==> config.mk <==
export PLATFORM = sky130hd
export DESIGN_NAME = rpsc_fault_card
export DESIGN_NICKNAME = d
export VERILOG_FILES = /design/src/rtl/rpsc_fault_card.sv
export SDC_FILE = /design/constraint.sdc
export NUM_CORES = 1
export LEC_CHECK = 0
export BUFFER_PORTS_ARGS = -buffer_cell sky130_fd_sc_hd__clkbuf_2
export CELL_PAD_IN_SITES_DETAIL_PLACEMENT = 1
export CELL_PAD_IN_SITES_GLOBAL_PLACEMENT = 1
export CORE_MARGIN = 2
export CORE_UTILIZATION = 40
export DETAILED_ROUTE_END_ITERATION = 16
export GPL_ROUTABILITY_DRIVEN = 0
export HOLD_SLACK_MARGIN = 0.1
export PLACE_DENSITY = 0.81
export RECOVER_POWER = 100
export SYNTH_ARGS = -nofsm -noshare
export SYNTH_HDL_FRONTEND = slang
export SYNTH_SLANG_ARGS = --single-unit
==> constraint.sdc <==
create_clock -name clk -period 1.9 [get_ports clk]
set_clock_uncertainty 0.2 [all_clocks]
set_input_delay 0.38 -clock clk [delete_from_list [all_inputs] [get_ports clk]]
set_output_delay 0.38 -clock clk [all_outputs]
set_load 0.05 [all_outputs]
==> src/rtl/rpsc_fault_card.sv <==
// rpsc_fault_card: multi-channel fault qualification card.
// Raw fault inputs are synchronized and then debounced per channel. Qualified
// rising faults on enabled channels set a sticky alarm latch. A first-fault
// record keeps the lowest channel that latched first. trip_out is the OR of
// the latched alarms selected by TRIP_MASK.
module rpsc_fault_card #(
  parameter int              N_CH      = 8,
  parameter int              DEBOUNCE  = 4,
  parameter logic [N_CH-1:0] TRIP_MASK = '1,
  localparam int             CW        = $clog2(DEBOUNCE + 1),
  localparam int             IDW       = (N_CH > 1) ? $clog2(N_CH) : 1
) (
  input  logic            clk,
  input  logic            reset,
  input  logic [N_CH-1:0] fault_in,
  input  logic [N_CH-1:0] ch_enable,
  input  logic            clear,
  output logic [N_CH-1:0] fault_out,
  output logic [N_CH-1:0] fault_la,
  output logic            trip_out,
  output logic            first_valid,
  output logic [IDW-1:0]  first_id
);

  // The counter hits this value on the last mismatching edge before a toggle.
  localparam logic [CW-1:0] CNT_LAST = CW'(DEBOUNCE - 1);

  logic [N_CH-1:0] sync1_q;
  logic [N_CH-1:0] sync2_q;
  logic [CW-1:0]   cnt_q [N_CH];
  logic [CW-1:0]   cnt_d [N_CH];
  logic [N_CH-1:0] fo_q;
  logic [N_CH-1:0] fo_d;
  logic [N_CH-1:0] rise;
  logic [N_CH-1:0] set_vec;
  logic [N_CH-1:0] la_q;
  logic [N_CH-1:0] la_d;
  logic            fv_q;
  logic            fv_d;
  logic [IDW-1:0]  id_q;
  logic [IDW-1:0]  id_d;
  logic [IDW-1:0]  id_low;

  // Two-flop synchronizer for the asynchronous raw fault inputs.
  always_ff @(posedge clk or posedge reset) begin
    if (reset) begin
      sync1_q <= '0;
      sync2_q <= '0;
    end else begin
      sync1_q <= fault_in;
      sync2_q <= sync1_q;
    end
  end

  // Debounce: count consecutive mismatch edges; toggle the live status when
  // the mismatch has persisted for DEBOUNCE edges, restart on any agreement.
  always_comb begin
    fo_d = fo_q;
    rise = '0;
    for (int i = 0; i < N_CH; i++) begin
      cnt_d[i] = cnt_q[i];
      if (sync2_q[i] == fo_q[i]) begin
        cnt_d[i] = '0;
      end else if (cnt_q[i] == CNT_LAST) begin
        cnt_d[i] = '0;
        fo_d[i]  = ~fo_q[i];
        rise[i]  = ~fo_q[i];
      end else begin
        cnt_d[i] = cnt_q[i] + CW'(1);
      end
    end
  end

  // Register the debounce counters and the live fault status.
  always_ff @(posedge clk or posedge reset) begin
    if (reset) begin
      for (int i = 0; i < N_CH; i++) begin
        cnt_q[i] <= '0;
      end
      fo_q <= '0;
    end else begin
      for (int i = 0; i < N_CH; i++) begin
        cnt_q[i] <= cnt_d[i];
      end
      fo_q <= fo_d;
    end
  end

  // Alarm latch: a qualified rise on an enabled channel sets, and a clear only
  // releases channels whose live status is low; the set term wins over clear.
  always_comb begin
    set_vec = rise & ch_enable;
    la_d    = set_vec | (la_q & ~({N_CH{clear}} & ~fo_q));
  end

  // First-fault record: capture the lowest newly set channel when empty, hold
  // while valid, and drop the valid flag once a clear empties every latch.
  always_comb begin
    id_low = '0;
    for (int i = N_CH - 1; i >= 0; i--) begin
      if (set_vec[i]) begin
        id_low = IDW'(i);
      end
    end
    fv_d = fv_q;
    id_d = id_q;
    if (!fv_q) begin
      if (|set_vec) begin
        fv_d = 1'b1;
        id_d = id_low;
      end
    end else if (clear && (la_d == '0)) begin
      fv_d = 1'b0;
    end
  end

  // Register the alarm latches and the first-fault record.
  always_ff @(posedge clk or posedge reset) begin
    if (reset) begin
      la_q <= '0;
      fv_q <= 1'b0;
      id_q <= '0;
    end else begin
      la_q <= la_d;
      fv_q <= fv_d;
      id_q <= id_d;
    end
  end

  assign fault_out   = fo_q;
  assign fault_la    = la_q;
  assign trip_out    = |(la_q & TRIP_MASK);
  assign first_valid = fv_q;
  assign first_id    = id_q;

endmodule
Word level (Yosys, flattened, before mapping)
Cells that the tools add are included.
W data, S select, Z words.
Cells by class
  reduce and logical (&&, ||, !) cells: 13
  $add $sub $neg: 8
  mux-type cells: 43
  equal/unequal tests: 16
  bitwise operators: 23
Operators with widths (number)
  $mux W3: 24
  $add A3 B1 Y3 const B: 8
  $and A8 B8 Y8: 3
  $eq A3 B2 Y1 const B: 8
  $mux W1: 19
  $reduce_and A2 Y1: 9
  $not A1 Y1: 17
  $not A8 Y8: 2
  $reduce_or A8 Y1: 2
  $eq A1 B1 Y1: 8
  $logic_not A8 Y1: 1
  $or A8 B8 Y8: 1
  $logic_and A1 B1 Y1: 1
Storage, ports and cells
  logic and storage cells: 124
  output and inout port bits: 21
  input port bits: 19
  bits in registers: 60

Logic depth before layout (Yosys ltp)
Gate-level depths: netlist of run 1.
  word-level depth: 12
  depth in mapped cells: 7
  mapped depth without buffers: 7

Worst setup path before layout of run 1
Ideal clock, no wire load.
  kind: register to output
  start point: register la_q[6], in the netlist fault_la[6]
  end point: output port trip_out
  cell stages (with the launch flop): 3
  slack: 120 ps
  required time: 1320 ps
  data arrival time: 1200 ps
  buffers on the path: 0
  cell sequence: dfrtp_1 nor4_1 nand2_1
On the way
  longest elaborated chain between the ends: 1
Ends and longest elaborated chain
  start, declared: line 36  | logic [N_CH-1:0] la_q;
  start signal, assigned: line 124  | la_q <= la_d;
  $reduce_or A8 Y1: line 132  | assign trip_out = |(la_q & TRIP_MASK);
  end, declared: line 20  | output logic trip_out,
No other way between the ends.

Worst setup path after layout of run 1
  start point: register cnt_q[3] (netlist bit)
  end point: register id_q[0], in the netlist first_id[0]
On the way
  longest elaborated chain between the ends: 11
  elaborated cells between the ends (all ways): 13
  classes of those cells: eq/ne: 1; mux: 9; bitwise: 1; reduce/logical: 2
Ends and longest elaborated chain
  start, declared: line 30  | logic [CW-1:0] cnt_q [N_CH];
  start signal, assigned by index: line 83  | cnt_q[i] <= cnt_d[i];
  $eq A3 B2 Y1 (*): line 64  | end else if (cnt_q[i] == CNT_LAST) begin
  $mux W1 (*): line 64
  $mux W1 (*): line 62  | if (sync2_q[i] == fo_q[i]) begin
  $and A8 B8 Y8 (*): line 92  | set_vec = rise & ch_enable;
  $mux W3 (7 in a row): line 101  | if (set_vec[i]) begin
  end signal, assigned: line 126  | id_q <= id_d;
  end, declared: line 40  | logic [IDW-1:0] id_q;
Every way passes the cells marked *; elsewhere a longest branch is shown, timed or not.
A chain may end at the register's enable or synchronous reset.

==> flow_summary_export.csv, run 1 <==
group,metric,value,unit
outcome,status,"complete, no violations",
sta,hold_viol,0,
synthesis,yosys_most_used_dff,"dfrtp_1",
synthesis,synth_edf_count,0,
floorplanning,dieHeight,81.4,µm
hold_path,hold_path_depth,0,
route,wl,4920,µm
sta,period_needed,1890,ps
placement,placed_area,2710,µm²
global_route,grt_overflow,0,
synthesis,ys_seq_area_frac,0.627,
route,drcViolationCount,0,
hold_path,min_to,"sync2_q[1]$_DFF_PP0_",
hold_path,worstHoldStart,"sync1_q[1]$_DFF_PP0_",
critical_path,critical_path_peak_fanout,4,
placement,dp_hpwl,3520,µm
critical_path,slowest_delay,370,ps
synthesis,netlist_area,2390,µm²
floorplanning,fp.coreArea,5850,µm²
sta,relSlewSlack,0.458,
route,viasPerCell,5.07,
route,wl_per_cell,15.8,µm
sta,rsz0062_at_grt,"true",
synthesis,netlist_instances,170,
floorplanning,die_width,81.4,µm
layout,layout-drive-gt1-share,0.335,
critical_path,worstSetupEndpointType,"flop",
clock_network,clk_latency,340,ps
power,ir_drop,706,µV
route,first_pass_iters,4,
floorplanning,num_rows,28,
critical_path,path_cells,"ha_1 > nor2b_4 > nand4b_1 > a21oi_1 > o21ai_0 > a21boi_1 > o21ai_2",
sta,slew_viol_final,0,
layout,fin_nets,260,
synthesis,synthDistinctLibCells,29,
clock_network,htree_levels,3,
layout,synthToLayoutAreaGrowth,25.9,%
critical_path,r2r_end,"first_id[0]$_DFFE_PP0P_",
floorplanning,start_util,0.409,
route,drtIter0Drc,52,
synthesis,synthesis.nets,197,
synthesis,synthArstFlopShare,1.00,
critical_path,crit_arrival,1910,ps
hold_path,hp-class,"reg -> reg",
critical_path,required,1920,ps
sta,min_period_over_period,0.994,
route,ant_nets,0,
layout,postLayoutCellArea,3010,µm²
critical_path,r2r_start,"cnt_q[3]$_DFF_PP0_",
critical_path,critPathLaunchType,"flop",
clock_network,cts-root-buf,"clkbuf_8",
critical_path,crit_type,"reg -> reg",
critical_path,reg2reg_slack,10,ps
sta,fin_tns_setup,0,ps
synthesis,yosys_warnings,0,
critical_path,cp_slowest_cell,"dfrtp_1",
floorplanning,io_pins,40,
global_route,grt_pass1_wl,7930,µm
layout,final_cell_mix,"dfrtp_1 (60), clkbuf_2 (36), nor3b_1 (14), nand2_1 (12), clkbuf_8 (12)",
clock_network,clk_pin_slew,70,ps
critical_path,reg2reg_depth,7,
global_route,grt_max_degree,61,
synthesis,syn_area_per_cell,14.1,µm²
layout,final_common_cell,"dfrtp_1",
clock_network,clock_path_buffers,2,
global_route,grt_usage,0.164,
clock_network,tritoncts,"yes",
synthesis,synth_seq_cells,60,
placement,port_buffers,39,
sta,holdWs,140,ps
floorplanning,die_area,6620,µm²
run,drv_cap,0,
global_route,antenna_found_initial,0,
sta,setup_viol,0,
clock_network,cts_sinks,60,
power,powerDensity,1520,nW/µm²
clock_network,cts_buffers,9,
power,p_leak,1.48,nW
global_route,grt_pass1_vias,1685,
route,vias,1578,
sta,worstMarginPinSlew,813,ps
layout,n_antenna_cell,0,
sta,clock.fmax,530,MHz
## sequential cells by signal (all words and copies together), names as in the netlist
| signal | count |
|---|---|
| fault_out | 8 |
| first_id | 3 |
| sync2_q | 8 |
| fault_la | 8 |
| first_valid | 1 |
| cnt_q | 24 |
| sync1_q | 8 |
## report_power, final
part | switching [mW] | total (mW) | internal [mW]
Combinational | 1.03 | 1.62 | 0.591
Sequential | 0.263 | 1.84 | 1.58
Clock | 0.457 | 1.12 | 0.661
Total | 1.75 | 4.58 | 2.83
## synthesized netlist by cell type, types with 3 or more instances
cell type | number | share of area
nor3_1 | 8 | 0.017
xnor2_1 | 8 | 0.029
o21ai_0 | 9 | 0.019
nor4_1 | 4 | 0.010
nor2b_4 | 5 | 0.029
nor2_1 | 3 | 0.0047
nor2b_2 | 3 | 0.011
nor3b_1 | 14 | 0.044
mux2_2 | 8 | 0.038
dfrtp_1 | 60 | 0.63
nand2_1 | 13 | 0.020
ha_1 | 8 | 0.042
nand4b_2 | 5 | 0.031
## routing by layer
layer  GRT usage  up-vias  wire [µm]
met5           0        -          0
met4      0.0458        0         47
met3      0.0700        5        240
met2       0.274       33       2620
met1       0.192      806       2010
li1            -      734          -
## how the worst max path moves through the flow
stage	startpoint	end	slack, ps	cells past startpoint
2_1_floorplan	fault_la[6]$_DFF_PP0_	trip_out	120	2
3_3_place_gp	cnt_q[12]$_DFF_PP0_	first_valid$_DFF_PP0_	40	7
3_5_place_dp	cnt_q[12]$_DFF_PP0_	first_valid$_DFF_PP0_	7	7
4_1_cts	fault_la[3]$_DFF_PP0_	trip_out	-0.8	3
5_1_grt	cnt_q[18]$_DFF_PP0_	first_valid$_DFF_PP0_	-100	7
6_report	cnt_q[3]$_DFF_PP0_	first_id[0]$_DFFE_PP0P_	10	7
## stage by stage
stage	setup WS, ps	utilization	power, mW	instances
4_1_cts	-0.828	0.519	4.64	311
3_5_place_dp	7.20	0.464	3.44	286
2_1_floorplan	120	-	3.01	170
3_3_place_gp	37.5	0.464	3.36	286
5_1_grt	-101	0.515	4.85	311
6_report	11.5	0.515	4.58	311
## worst max-delay path: cells and delay by family (launching register included)
kind | cells | cell delay (ps)
flip-flops | 1 | 370
AO/OA/AOI/OAI | 4 | 620
AND/OR/NAND/NOR | 2 | 410
adder cells (fa/ha/maj) | 1 | 180
## repair_timing
item | 4_1_cts | 5_1_grt
endpoints found under the hold margin | 68 | 0
pin swaps | 1 | 1
setup buffers | 2 | 0
hold buffers | 9 | 0
setup endpoints to repair | 2 | 4
gates resized for setup | 5 | 6
## layout make-up
class | instances | area [µm²]
Fill cell | 630 | 2840
Sequential cell | 60 | 1500
Multi-Input combinational cell | 108 | 903
Timing Repair Buffer | 52 | 314
Clock buffer | 12 | 155
Tap cell | 75 | 93.8
Clock inverter | 2 | 35.0
Inverter | 2 | 11.3
## cell families (layout without fill, tap and decap cells)
family / Yosys count / after routing / share of synthesized area
AO/OA/AOI/OAI: 19 / 19 / 0.0559
XOR/XNOR: 8 / 8 / 0.0293
adder cells (fa/ha/maj): 8 / 8 / 0.0418
buffers and inverters: 2 / 68 / 0.00313
flip-flops: 60 / 60 / 0.627
multiplexers: 8 / 8 / 0.0376
AND/OR/NAND/NOR: 65 / 65 / 0.205
No activity file was read; power rests on OpenSTA's default activity.
==> run 2: changes to the inputs <==
Settings changed: ABC_AREA set to 1, CORE_UTILIZATION 40 to 39, PLACE_DENSITY 0.81 to 0.83, SETUP_SLACK_MARGIN set to 0.2.
==> run 2 against run 1 <==
  * The run now ends with setup timing left
  * Clock-buffer cell count unchanged
  * Flip-flop and latch count unchanged
  * Power increased by 5.7%
  * Critical path type is now reg -> out
==> flow_summary_export.csv, run 2 <==
group,metric,value,unit
synthesis,synth_top_area_frac,0.585,
critical_path,crit_type,"reg -> out",
power,intPower,3.01,mW
layout,n_antenna_cell,0,
global_route,grt_pass1_wl,9570,µm
synthesis,yosys_warnings,0,
global_route,grt_pass1_vias,2141,
floorplanning,io_pins,40,
synthesis,netlist_instances,259,
sta,hold_viol,0,
floorplanning,num_rows,29,
sta,setup_viol,1,
clock_network,cts_sinks,60,
sta,worstMarginPinSlew,908,ps
layout,final_common_cell,"dfrtp_1",
critical_path,path_cells,"nor3_1 > nand3_2 > buf_8",
critical_path,worstSetupEndpointType,"primary output",
synthesis,synth_area_leaders,"dfrtp_1 (58%), nand2_1 (5.7%), nor2_1 (5.4%)",
power,switching_power,1.82,mW
power,pwr-share-clk,0.295,
global_route,grt_usage,0.169,
floorplanning,die_area,7250,µm²
hold_path,hold_path_depth,0,
floorplanning,die_width,85.1,µm
sta,rsz0062_at_grt,"true",
floorplanning,start_util,0.404,
clock_network,htree_levels,3,
hold_path,hp-class,"reg -> reg",
layout,largest_register_ffs,24,
critical_path,reg2reg_slack,50,ps
clock_network,clock_path_buffers,2,
run,drv_cap,0,
clock_network,cts_buffers,9,
layout,layout-drive-gt1-share,0.314,
synthesis,netlist_area,2570,µm²
sta,period_needed,1930,ps
hold_path,min_to,"sync2_q[7]$_DFF_PP0_",
sta,clock.fmax,518,MHz
sta,min_period_over_period,1.02,
clock_network,clk_pin_slew,70,ps
synthesis,yosys_most_used_dff,"dfrtp_1",
layout,fin_nets,360,
sta,layout_setup_ws,-31.2,ps
floorplanning,dieHeight,85.1,µm
critical_path,r2r_end,"first_id[0]$_DFFE_PP0P_",
layout,final_cell_mix,"dfrtp_1 (58), nand2_1 (39), nor2_1 (37), inv_1 (34), clkbuf_2 (33)",
sta,relSlewSlack,0.395,
placement,port_buffers,39,
route,viasPerCell,4.75,
global_route,grt_overflow,0,
synthesis,synth_top_cell_by_area,"dfrtp_1",
route,wl_per_cell,13.9,µm
power,sequentialPowerShare,0.360,
route,ant_nets,0,
clock_network,clk_latency,340,ps
synthesis,ys_seq_area_frac,0.585,
sta,fin_tns_setup,-31.2,ps
layout,fin_cells,415,
clock_network,cts-root-buf,"clkbuf_8",
layout,largest_register,"cnt_q",
layout,postLayoutCellArea,3350,µm²
critical_path,reg2reg_depth,11,
hold_path,worstHoldStart,"sync1_q[7]$_DFF_PP0_",
synthesis,synth_seq_cells,60,
power,comb_power_share,0.345,
critical_path,cp_slowest_cell,"dfrtp_1",
placement,dp_cells,377,
floorplanning,fp.coreArea,6350,µm²
synthesis,synthesis.nets,286,
sta,holdWs,147,ps
critical_path,critical_path_peak_fanout,3,
critical_path,r2r_start,"cnt_q[15]$_DFF_PP0_",
route,drtIter0Drc,52,
clock_network,tritoncts,"yes",
route,drcViolationCount,0,
sta,slew_viol_final,0,
layout,synthToLayoutAreaGrowth,30.6,%
outcome,violations,"setup timing",
critical_path,crit_arrival,1350,ps
power,powerDensity,1440,nW/µm²
synthesis,synthArstFlopShare,1.00,
power,swShare,0.377,
synthesis,syn_area_per_cell,9.91,µm²
power,p_leak,1.81,nW
outcome,status,"complete, but fails checks",
critical_path,crit_start,"fault_la[6]$_DFF_PP0_",
critical_path,critPathLaunchType,"flop",
synthesis,synth_common_cells,"dfrtp_1 (60), nand2_1 (39), nor2_1 (37)",
route,wl,5780,µm
power,ir_drop,910,µV
synthesis,synth.most_common_cell,"dfrtp_1",
placement,dp_hpwl,4080,µm
global_route,grt_max_degree,38,
critical_path,slowest_delay,400,ps
synthesis,synthDistinctLibCells,25,
route,vias,1970,
global_route,antenna_found_initial,0,
placement,placed_area,2890,µm²
synthesis,synth_edf_count,0,
route,first_pass_iters,4,
critical_path,required,1320,ps
run 2: cell count changes after synthesis, sizes merged, moves of 3 or more:
cell / previous run / this run
a21boi: 1 / 7
nor3: 8 / 12
nor4: 4 / 1
nand4b: 8 / 0
xnor2: 8 / 1
nor2b: 10 / 0
mux2: 8 / 0
nand2: 13 / 45
nand3: 2 / 12
o21ai: 12 / 9
inv: 2 / 48
nor3b: 14 / 2
nor2: 4 / 50
run 2: worst max-delay path: cells and delay by family, from the launching register on:
family | cells | cell delay, ps
flip-flops | 1 | 400
AND/OR/NAND/NOR | 2 | 440
buffers and inverters | 1 | 170
run 2: timing repair:
action / CTS / global route
gates resized for setup: 11 / 32
hold buffers: 9 / 0
pin swaps: 2 / 26
hold endpoints to repair: 68 / 0
setup endpoints to repair: 3 / 7
gates cloned: 0 / 0
buffers inserted: 2 / 11
run 2: per-stage QoR:
| step | util | worst slack (ps) | power (mW) |
|---|---|---|---|
| after CTS | 0.519 | -46.0 | 4.85 |
| after detailed placement | 0.456 | 190 | 3.31 |
| final | 0.528 | -31.2 | 4.84 |
| after global placement | 0.456 | 271 | 3.23 |
| after floorplan | - | 201 | 2.90 |
| after global routing | 0.528 | -93.1 | 5.14 |
run 2: cell type report:
cell class | instances | area, µm²
Clock buffer | 12 | 155
Clock inverter | 4 | 95.1
Inverter | 49 | 188
Timing Repair Buffer | 63 | 402
Fill cell | 723 | 3000
Multi-Input combinational cell | 150 | 912
Sequential cell | 60 | 1500
Tap cell | 77 | 96.3
run 2: how the worst max path moves through the flow:
stage          depth (start not counted)                      end
2_1_floorplan                          2                 trip_out
3_3_place_gp                          11    first_valid$_DFF_PP0_
3_5_place_dp                          11  first_id[0]$_DFFE_PP0P_
4_1_cts                                3                 trip_out
5_1_grt                                3                 trip_out
6_report                               3                 trip_out
run 2: cells by family (layout without fill, tap and decap cells):
| kind of cell | count (synthesis) | after routing | share of synthesized area |
|---|---|---|---|
| flops | 60 | 60 | 0.585 |
| xor+xnor | 1 | 1 | 0.00341 |
| buf+inv | 49 | 128 | 0.0716 |
| compound gates | 18 | 18 | 0.0434 |
| fa+ha+maj | 8 | 8 | 0.0390 |
| simple gates | 123 | 123 | 0.258 |
run 2: routing by layer:
layer  up-vias  global-route usage  wire, µm
met5         -                   0         0
met4         0              0.0433        35
met3         3              0.0730       277
met2        40               0.299      3160
met1       982               0.187      2310
li1        945                   -         -
run 2: power by group through the flow:
stage	clock (mW)	combinational (mW)	sequential (mW)
finish	1.43	1.67	1.74
global route	1.53	1.84	1.77
CTS	1.47	1.62	1.75
detailed placement	0	1.54	1.77
global placement	0	1.48	1.75
floorplan	0	0.722	2.18
